==> src/rtl/board_shift_engine_if.sv <==
// Request/response bundle for board_shift_engine.
//  master: requester side (move generator / query logic)
//  slave : the shift engine
//  Request : in_valid, in_ready, in_board[N], in_dir[2], in_steps[SW], in_fill
//  Response: out_valid, out_ready, out_board[N], out_trail[N], out_sat
interface board_shift_engine_if #(
    parameter int unsigned ROWS      = 8,
    parameter int unsigned COLS      = 4,
    parameter int unsigned MAX_STEPS = 7
);
    localparam int unsigned N  = ROWS * COLS;
    localparam int unsigned SW = $clog2(MAX_STEPS + 1) + 1;

    logic          in_valid;
    logic          in_ready;
    logic [N-1:0]  in_board;
    logic [1:0]    in_dir;
    logic [SW-1:0] in_steps;
    logic          in_fill;

    logic          out_valid;
    logic          out_ready;
    logic [N-1:0]  out_board;
    logic [N-1:0]  out_trail;
    logic          out_sat;

    modport master (
        output in_valid, in_board, in_dir, in_steps, in_fill, out_ready,
        input  in_ready, out_valid, out_board, out_trail, out_sat
    );

    modport slave (
        input  in_valid, in_board, in_dir, in_steps, in_fill, out_ready,
        output in_ready, out_valid, out_board, out_trail, out_sat
    );
endinterface

==> src/rtl/board_shift_engine.sv <==
// Iterative diagonal shifter for packed checkers boards (dark squares only,
// square 0 top-left, row-major). One single-square diagonal shift per clock;
// returns the final board and the OR of every intermediate board.
// Ports:
//  clock : rising-edge clock
//  reset : asynchronous, active-high
//  bus   : board_shift_engine_if.slave (request valid/ready + response valid/ready)
module board_shift_engine #(
    parameter int unsigned ROWS      = 8,
    parameter int unsigned COLS      = 4,
    parameter int unsigned MAX_STEPS = 7
) (
    input  logic                  clock,
    input  logic                  reset,
    board_shift_engine_if.slave   bus
);
    localparam int unsigned N  = ROWS * COLS;
    localparam int unsigned SW = $clog2(MAX_STEPS + 1) + 1;
    localparam int unsigned IW = (N > 1) ? $clog2(N) : 1;
    localparam int          RI = int'(ROWS);
    localparam int          CI = int'(COLS);

    localparam logic [SW-1:0] MAX_N = SW'(MAX_STEPS);

    localparam logic [1:0] IDLE  = 2'd0;
    localparam logic [1:0] SHIFT = 2'd1;
    localparam logic [1:0] DONE  = 2'd2;

    localparam logic [1:0] DIR_UL = 2'd0;
    localparam logic [1:0] DIR_UR = 2'd1;
    localparam logic [1:0] DIR_DL = 2'd2;

    // One diagonal step: each square pulls from its neighbour in the opposite
    // direction, or takes the fill value when that neighbour is off-board.
    function automatic logic [N-1:0] shift_once(
        input logic [N-1:0] a,
        input logic [1:0]   dir_v,
        input logic         fill_v
    );
        logic [N-1:0] res;
        int           r;
        int           c;
        int           src;
        logic         ok;
        res = '0;
        for (int i = 0; i < int'(N); i++) begin
            r   = i / CI;
            c   = i % CI;
            src = 0;
            ok  = 1'b0;
            case (dir_v)
                DIR_UL: begin // source = DR neighbour
                    if (r % 2 == 0) begin
                        src = i + CI;
                        ok  = 1'b1;
                    end else begin
                        src = i + CI + 1;
                        ok  = (c < CI - 1) && (r < RI - 1);
                    end
                end
                DIR_UR: begin // source = DL neighbour
                    if (r % 2 == 0) begin
                        src = i + CI - 1;
                        ok  = (c > 0);
                    end else begin
                        src = i + CI;
                        ok  = (r < RI - 1);
                    end
                end
                DIR_DL: begin // source = UR neighbour
                    if (r % 2 == 0) begin
                        src = i - CI;
                        ok  = (r > 0);
                    end else begin
                        src = i - CI + 1;
                        ok  = (c < CI - 1);
                    end
                end
                default: begin // DR, source = UL neighbour
                    if (r % 2 == 0) begin
                        src = i - CI - 1;
                        ok  = (r > 0) && (c > 0);
                    end else begin
                        src = i - CI;
                        ok  = 1'b1;
                    end
                end
            endcase
            res[IW'(i)] = ok ? a[IW'(src)] : fill_v;
        end
        return res;
    endfunction

    logic [1:0]    state;
    logic [1:0]    state_next;
    logic [N-1:0]  cur;
    logic [N-1:0]  trail;
    logic [N-1:0]  shifted;
    logic [1:0]    dir;
    logic          fill;
    logic [SW-1:0] cnt;
    logic [SW-1:0] n_req;
    logic          sat;
    logic          out_valid_q;

    // Step request clamped to the largest honoured count.
    always_comb begin
        n_req   = (bus.in_steps > MAX_N) ? MAX_N : bus.in_steps;
        shifted = shift_once(cur, dir, fill);
    end

    // State register.
    always_ff @(posedge clock or posedge reset) begin
        if (reset) begin
            state <= IDLE;
        end else begin
            state <= state_next;
        end
    end

    // Next-state decode; in_ready is the only combinational output.
    always_comb begin
        state_next   = state;
        bus.in_ready = 1'b0;
        case (state)
            IDLE: begin
                bus.in_ready = 1'b1;
                if (bus.in_valid) begin
                    state_next = (n_req == '0) ? DONE : SHIFT;
                end
            end
            SHIFT: begin
                if (cnt == SW'(1)) begin
                    state_next = DONE;
                end
            end
            DONE: begin
                // out_valid is registered one edge behind DONE entry, so the
                // handshake must wait for it.
                if (out_valid_q && bus.out_ready) begin
                    state_next = IDLE;
                end
            end
            default: begin
                state_next = IDLE;
            end
        endcase
    end

    // Datapath: latch request, iterate shifts, hold result until taken.
    always_ff @(posedge clock or posedge reset) begin
        if (reset) begin
            cur         <= '0;
            trail       <= '0;
            dir         <= '0;
            fill        <= 1'b0;
            cnt         <= '0;
            sat         <= 1'b0;
            out_valid_q <= 1'b0;
        end else begin
            case (state)
                IDLE: begin
                    if (bus.in_valid) begin
                        cur   <= bus.in_board;
                        trail <= '0;
                        dir   <= bus.in_dir;
                        fill  <= bus.in_fill;
                        cnt   <= n_req;
                        sat   <= (bus.in_steps > MAX_N);
                    end
                end
                SHIFT: begin
                    cur   <= shifted;
                    trail <= trail | shifted;
                    cnt   <= cnt - SW'(1);
                end
                DONE: begin
                    if (!out_valid_q) begin
                        out_valid_q <= 1'b1;
                    end else if (bus.out_ready) begin
                        out_valid_q <= 1'b0;
                    end
                end
                default: begin
                    out_valid_q <= 1'b0;
                end
            endcase
        end
    end

    assign bus.out_valid = out_valid_q;
    assign bus.out_board = cur;
    assign bus.out_trail = trail;
    assign bus.out_sat   = sat;

endmodule

==> src/flat_wrapper.sv <==
// flat-port wrapper written by rule: the top's interface ports become plain ports
module board_shift_engine_flat 
#(
    parameter int unsigned ROWS      = 8,
    parameter int unsigned COLS      = 4,
    parameter int unsigned MAX_STEPS = 7
)
  (clock, reset, bus_in_valid, bus_in_board, bus_in_dir, bus_in_steps, bus_in_fill, bus_out_ready, bus_in_ready, bus_out_valid, bus_out_board, bus_out_trail, bus_out_sat);
  board_shift_engine_if #(.ROWS(ROWS), .COLS(COLS), .MAX_STEPS(MAX_STEPS)) bus_i ();
  input  logic clock;
  input  logic reset;
  input wire logic [$bits(bus_i.in_valid)-1:0] bus_in_valid;
  input wire logic [$bits(bus_i.in_board)-1:0] bus_in_board;
  input wire logic [$bits(bus_i.in_dir)-1:0] bus_in_dir;
  input wire logic [$bits(bus_i.in_steps)-1:0] bus_in_steps;
  input wire logic [$bits(bus_i.in_fill)-1:0] bus_in_fill;
  input wire logic [$bits(bus_i.out_ready)-1:0] bus_out_ready;
  output wire logic [$bits(bus_i.in_ready)-1:0] bus_in_ready;
  output wire logic [$bits(bus_i.out_valid)-1:0] bus_out_valid;
  output wire logic [$bits(bus_i.out_board)-1:0] bus_out_board;
  output wire logic [$bits(bus_i.out_trail)-1:0] bus_out_trail;
  output wire logic [$bits(bus_i.out_sat)-1:0] bus_out_sat;
  assign bus_i.in_valid = bus_in_valid;
  assign bus_i.in_board = bus_in_board;
  assign bus_i.in_dir = bus_in_dir;
  assign bus_i.in_steps = bus_in_steps;
  assign bus_i.in_fill = bus_in_fill;
  assign bus_i.out_ready = bus_out_ready;
  assign bus_in_ready = bus_i.in_ready;
  assign bus_out_valid = bus_i.out_valid;
  assign bus_out_board = bus_i.out_board;
  assign bus_out_trail = bus_i.out_trail;
  assign bus_out_sat = bus_i.out_sat;
  board_shift_engine #(.ROWS(ROWS), .COLS(COLS), .MAX_STEPS(MAX_STEPS)) u_core (.clock(clock), .reset(reset), .bus(bus_i));
endmodule
==> config.mk <==
export PLATFORM = sky130hd
export DESIGN_NAME = board_shift_engine_flat
export DESIGN_NICKNAME = d
export VERILOG_FILES = /design/src/rtl/board_shift_engine_if.sv /design/src/rtl/board_shift_engine.sv /design/src/flat_wrapper.sv
export SDC_FILE = /design/constraint.sdc
export NUM_CORES = 1
export LEC_CHECK = 0
export ABC_AREA = 1
export CAP_MARGIN = 20
export CORE_UTILIZATION = 44
export DETAILED_ROUTE_END_ITERATION = 10
export PLACE_DENSITY = 0.8
export SETUP_SLACK_MARGIN = 0.15
export SKIP_CTS_REPAIR_TIMING = 1
export SLEW_MARGIN = 5
export SYNTH_ARGS = -nofsm -noshare
export SYNTH_HDL_FRONTEND = slang
export SYNTH_SLANG_ARGS = --single-unit
==> constraint.sdc <==
create_clock -name clock -period 2.2 [get_ports clock]
set_clock_uncertainty 0.1 [all_clocks]
set_input_delay 0.33 -clock clock [delete_from_list [all_inputs] [get_ports clock]]
set_output_delay 0.33 -clock clock [all_outputs]
set_load 0.01 [all_outputs]
Word-level counts from Yosys, hierarchy flattened
Index checks and enable logic that the tools add are counted.

Memories kept: 0. Bits in latches: 0. Logic and storage cells: 131. Bits in registers: 75. Bits in writable memories: 0. Bits of input ports: 43. Memory bits (read-only): 0.

Bitwise gates (word level): 1. Reduce and logical (&&, ||, !) cells: 11. Shift-type cells: 0. Equality and inequality tests: 8. Add/subtract/negate cells: 1. $lt $le $gt $ge: 16. Divide/modulo/power cells: 0. Multiply operators: 0. Muxes and demuxes: 86.

Operator list (count): $pmux W32 S2 (2); $pmux W5 S3 (8); $pmux W4 S3 (7); $bmux W1 S5 (15); $mux W32 (2); $lt A5 B7 Y1 const B (8); $mux W1 (43); $lt A4 B6 Y1 const B (7); $or A32 B16 Y32 (1); $mux W2 (4); $mux W4 (2); $pmux W4 S2 (1); $pmux W2 S3 (1); $reduce_or A2 Y1 (3); $eq A2 B1 Y1 const B (2); $eq A2 B2 Y1 const B (2); $eq A4 B1 Y1 const B (1); $gt A4 B3 Y1 const B (1); $logic_not A2 Y1 (2); $logic_not A4 Y1 (1); $ne A2 B1 Y1 const B (2); $reduce_and A2 Y1 (2); $sub A4 B1 Y4 const B (1); $reduce_and A3 Y1 (1); other kinds (4) (4).

Depth between registers and ports, before layout
Gate-level depths: netlist of run 1.

Depth after elaboration: 8. Depth in mapped cells: 9.

Least setup slack after synthesis of run 1
OpenSTA, ideal clock, no wires.

Kind: register to register. From: reg u_core.state[1]. To: reg u_core.cur[26], in the netlist u_core.bus.out_board[26]. Slack: 855 ps. Arrival time: 1124 ps. Period minus slack after synthesis: 1345 ps. Setup time: 121 ps. Path buffers: 1. Stages on the path, launching flop included: 9. Path through: dfrtp_1 -> inv_2 -> nand2_1 -> inv_2 -> nand2_4 -> nand2_4 -> inv_4 -> buf_4 -> a22o_1.

Word-level cells in the longest chain between the ends: 3.

RTL lines: from (decl) (RTL line board_shift_engine.sv:94) `logic [1:0] state;`; from (signal assigned) (RTL line board_shift_engine.sv:117) `state <= state_next;`; $eq A2 B1 Y1 or $logic_not A2 Y1 (tied branches) (RTL line board_shift_engine.sv:161) `case (state)`; $reduce_bool A2 Y1 (no line) or $ne A2 B2 Y1 (tied branches); $reduce_and A2 Y1 (no line); to (signal assigned) (RTL line board_shift_engine.sv:164) `cur <= bus.in_board;`; to (signal assigned) (RTL line board_shift_engine.sv:173) `cur <= shifted;`; to (decl) (RTL line board_shift_engine.sv:96) `logic [N-1:0] cur;`.

Parallel ways exist; a longest one is shown, timed or not. A chain may end at the register's enable or synchronous reset.

Final worst setup path of run 1
From: reg u_core.state[1]. To: out bus_in_ready.

Word-level cells in the longest chain between the ends: 2.

RTL lines: $logic_not A2 Y1 (RTL line board_shift_engine.sv:125) `case (state)`; $mux W1 (RTL line board_shift_engine.sv:125); to (decl) (RTL line flat_wrapper.sv:18) `output wire logic [$bits(bus_i.in_ready)-1:0] bus_in_ready;`.

Every way passes these cells.

==> impl_metrics.ini, run 1 <==
[run_status]
status = finished clean

[timing]
grt_setup_unrepaired = no
min_period_over_period_pct = 89.2
period_minus_slack_ns = 1.96
finalHoldViolations = 0
slew_viol_final = 0
setup_viol = 0
tns_ns = 0
holdWs_ns = 0.253
worst_slew_pin_slew_ns = 0.551
slew_headroom_pct = 63.2
fmax_mhz = 509

[setup_path]
critPathMaxStageDelay_ns = 0.54
crit_path_frequent_cell = inv_2
end_kind = output port
critPathArrivalTime_ns = 1.53
crit_buf_inv = 3
worstPathRequired_ns = 1.77
cp_max_fo = 3
worstSetupStartpointType = register
critical_path.top_delay_family = buffers and inverters
crit_type = reg -> out
critPathSlowestCell = clkdlybuf4s50_1
path_cells = inv_2, nand2_1, inv_2, clkdlybuf4s50_1

[placed_design]
gp_congestion = 0.858
place_hpwl_mm = 5.36
io_buffers = 93
dp.cells = 502

[final_layout]
syn_to_final_growth_pct = 38.6
mostFrequentLayoutCell = nand2_1
fillCellCount = 544
layout.cells.non_filler = 517
num-nets-final = 481
diodes = 0
fin_util_pct = 63.2
final_cell_mix = nand2_1, clkdlybuf4s50_1, dfrtp_1, o21ai_0, inv_1
layout-drive-gt1-share_pct = 7.27

[synth]
synth_edf_count = 0
syn_area_sq_mm = 0.00291
async_flop_share_pct = 100
syn_avg_cell_area_sq_um = 8.46
ys_seq_area_share_pct = 50.7
ys_types = 29
synth_ff_type = dfrtp_1
ys_ff_latch = 59
syn_inst = 344
yosys_warnings = 0

[global_route]
antenna_found_initial = 0
grt_first_pass_wirelength_mm = 12.5
grt_usage_pct = 22.8
grt.overflow.total = 0
grt_pass1_vias = 2595
grt_max_degree = 29

[pwr]
vdd.ir_drop.worst_mv = 0.958
leakagePower_nw = 1.93
p_per_area_mw_per_mm2 = 1610

[routing]
drc_errors = 0
wirelength_mm = 7.34
vias = 2646
ant_nets = 0
viasPerCell = 5.12
first_pass_iters = 5
post_drt_wl_per_cell_um = 14.2
drt-initial-drc-count = 154

[floorplanning]
start_util_pct = 45.6
ios = 110
core_region_area_sq_mm = 0.00639
dieArea_sq_mm = 0.00695
fp-row-count = 29
fp.dieW_um = 83.3
die_height_um = 83.3

[clock_network]
root_buffer = clkbuf_8
cts.sinks = 59
clock_latency_ns = 0.34
clkSlewWorstSetupHoldPaths_ns = 0.06
htree_levels = 3
cts_tree = done
cts_buffers = 9
cts_buffer_depth = 2

[run]
max-cap-violations = 0

[hold_path]
hold_path_class = in -> async
power breakdown:
part,internal (W),switching (W),leakage (nW)
combinational,0.00157,0.00172,1.09
clock,0.000657,0.000415,0.108
sequential,0.00165,0.000487,0.727
total,0.00387,0.00262,1.93
worst register-to-register path, delay by kind of cell, from the launching register on:
family,cells,cell delay [ns]
AO/OA/AOI/OAI,3,0.59
flip-flops,1,0.58
AND/OR/NAND/NOR,1,0.22
buffers and inverters,1,0.15
cells in the mapped netlist (3+ instances only):
library cell | n | area (sq um)
a22oi_1 | 3 | 22.5
a21boi_1 | 8 | 60.1
buf_4 | 18 | 135
nand2_1 | 111 | 417
o21ai_1 | 8 | 40.0
buf_2 | 9 | 45.0
inv_2 | 6 | 22.5
buf_6 | 3 | 33.8
o211ai_1 | 5 | 37.5
nand3_1 | 7 | 35.0
inv_1 | 22 | 82.6
nor2_1 | 13 | 48.8
a21oi_1 | 5 | 25.0
dfrtp_1 | 59 | 1480
a22o_1 | 13 | 114
o21ai_0 | 38 | 190
cell families after synthesis:
logic type | count (synthesis) | synth area share (%)
fa+ha+maj | 2 | 0.859
simple gates | 137 | 18.8
compound gates | 85 | 18.2
other cells | 1 | 0.129
flops | 59 | 50.7
buf+inv | 60 | 11.3
flip-flops by register name, indices dropped and copies added, names as in the netlist:
| name | flops |
|---|---|
| u_core.dir | 2 |
| u_core.cnt | 4 |
| u_core.bus.out_sat | 1 |
| u_core.bus.out_valid | 1 |
| u_core.fill | 1 |
| u_core.state | 2 |
| u_core.bus.out_board | 32 |
| u_core.bus.out_trail | 16 |
worst paths after layout:
kind	startpoint	end	slack, ns	cells after the start
max	u_core.state[1]	bus_in_ready	0.24	4
min	reset	u_core.bus.out_board[26]	0.25	2
max reg2reg	u_core.dir[1]	u_core.bus.out_board[12]	0.43	5
min reg2reg	u_core.bus.out_trail[9]	u_core.bus.out_trail[9]	0.38	2
max in group asynchronous	reset	u_core.bus.out_board[20]	1.20	3
min in group clock	u_core.bus.out_trail[9]	u_core.bus.out_trail[9]	0.38	2
per-layer routing:
metal	vias up	global-route usage [%]	part of all wire, %
met1	1253	30.4	44
met3	11	4.77	6.4
met2	111	37.2	49
met5	-	0	0
li1	1271	-	-
met4	0	7.52	1.3
cell type report:
type | count | area, sq um | share of cell area [%]
tap | 77 | 96.3 | 2.39
multi-input combinational | 240 | 1160 | 28.8
clock inverter | 5 | 77.6 | 1.92
timing repair buffer | 97 | 973 | 24.1
clock buffer | 10 | 138 | 3.41
sequential | 59 | 1480 | 36.6
inverter | 29 | 111 | 2.76
per-stage QoR:
step	power [W]	worst slack [ns]	area (sq um)
2_1_floorplan	0.00402	0.314	2970
3_3_place_gp	0.00534	0.314	3820
3_5_place_dp	0.00542	0.269	3820
4_1_cts	0.00653	0.238	4040
5_1_grt	0.00699	0.175	4040
6_report	0.00649	0.237	4040
(Power assumes the default switching activity.)
==> inputs of run 2 (changes only) <==
Settings changed: GPL_ROUTABILITY_DRIVEN set to 0.
==> results of run 2 <==
The final DEF is identical to that of run 1; final timing and power are the same.
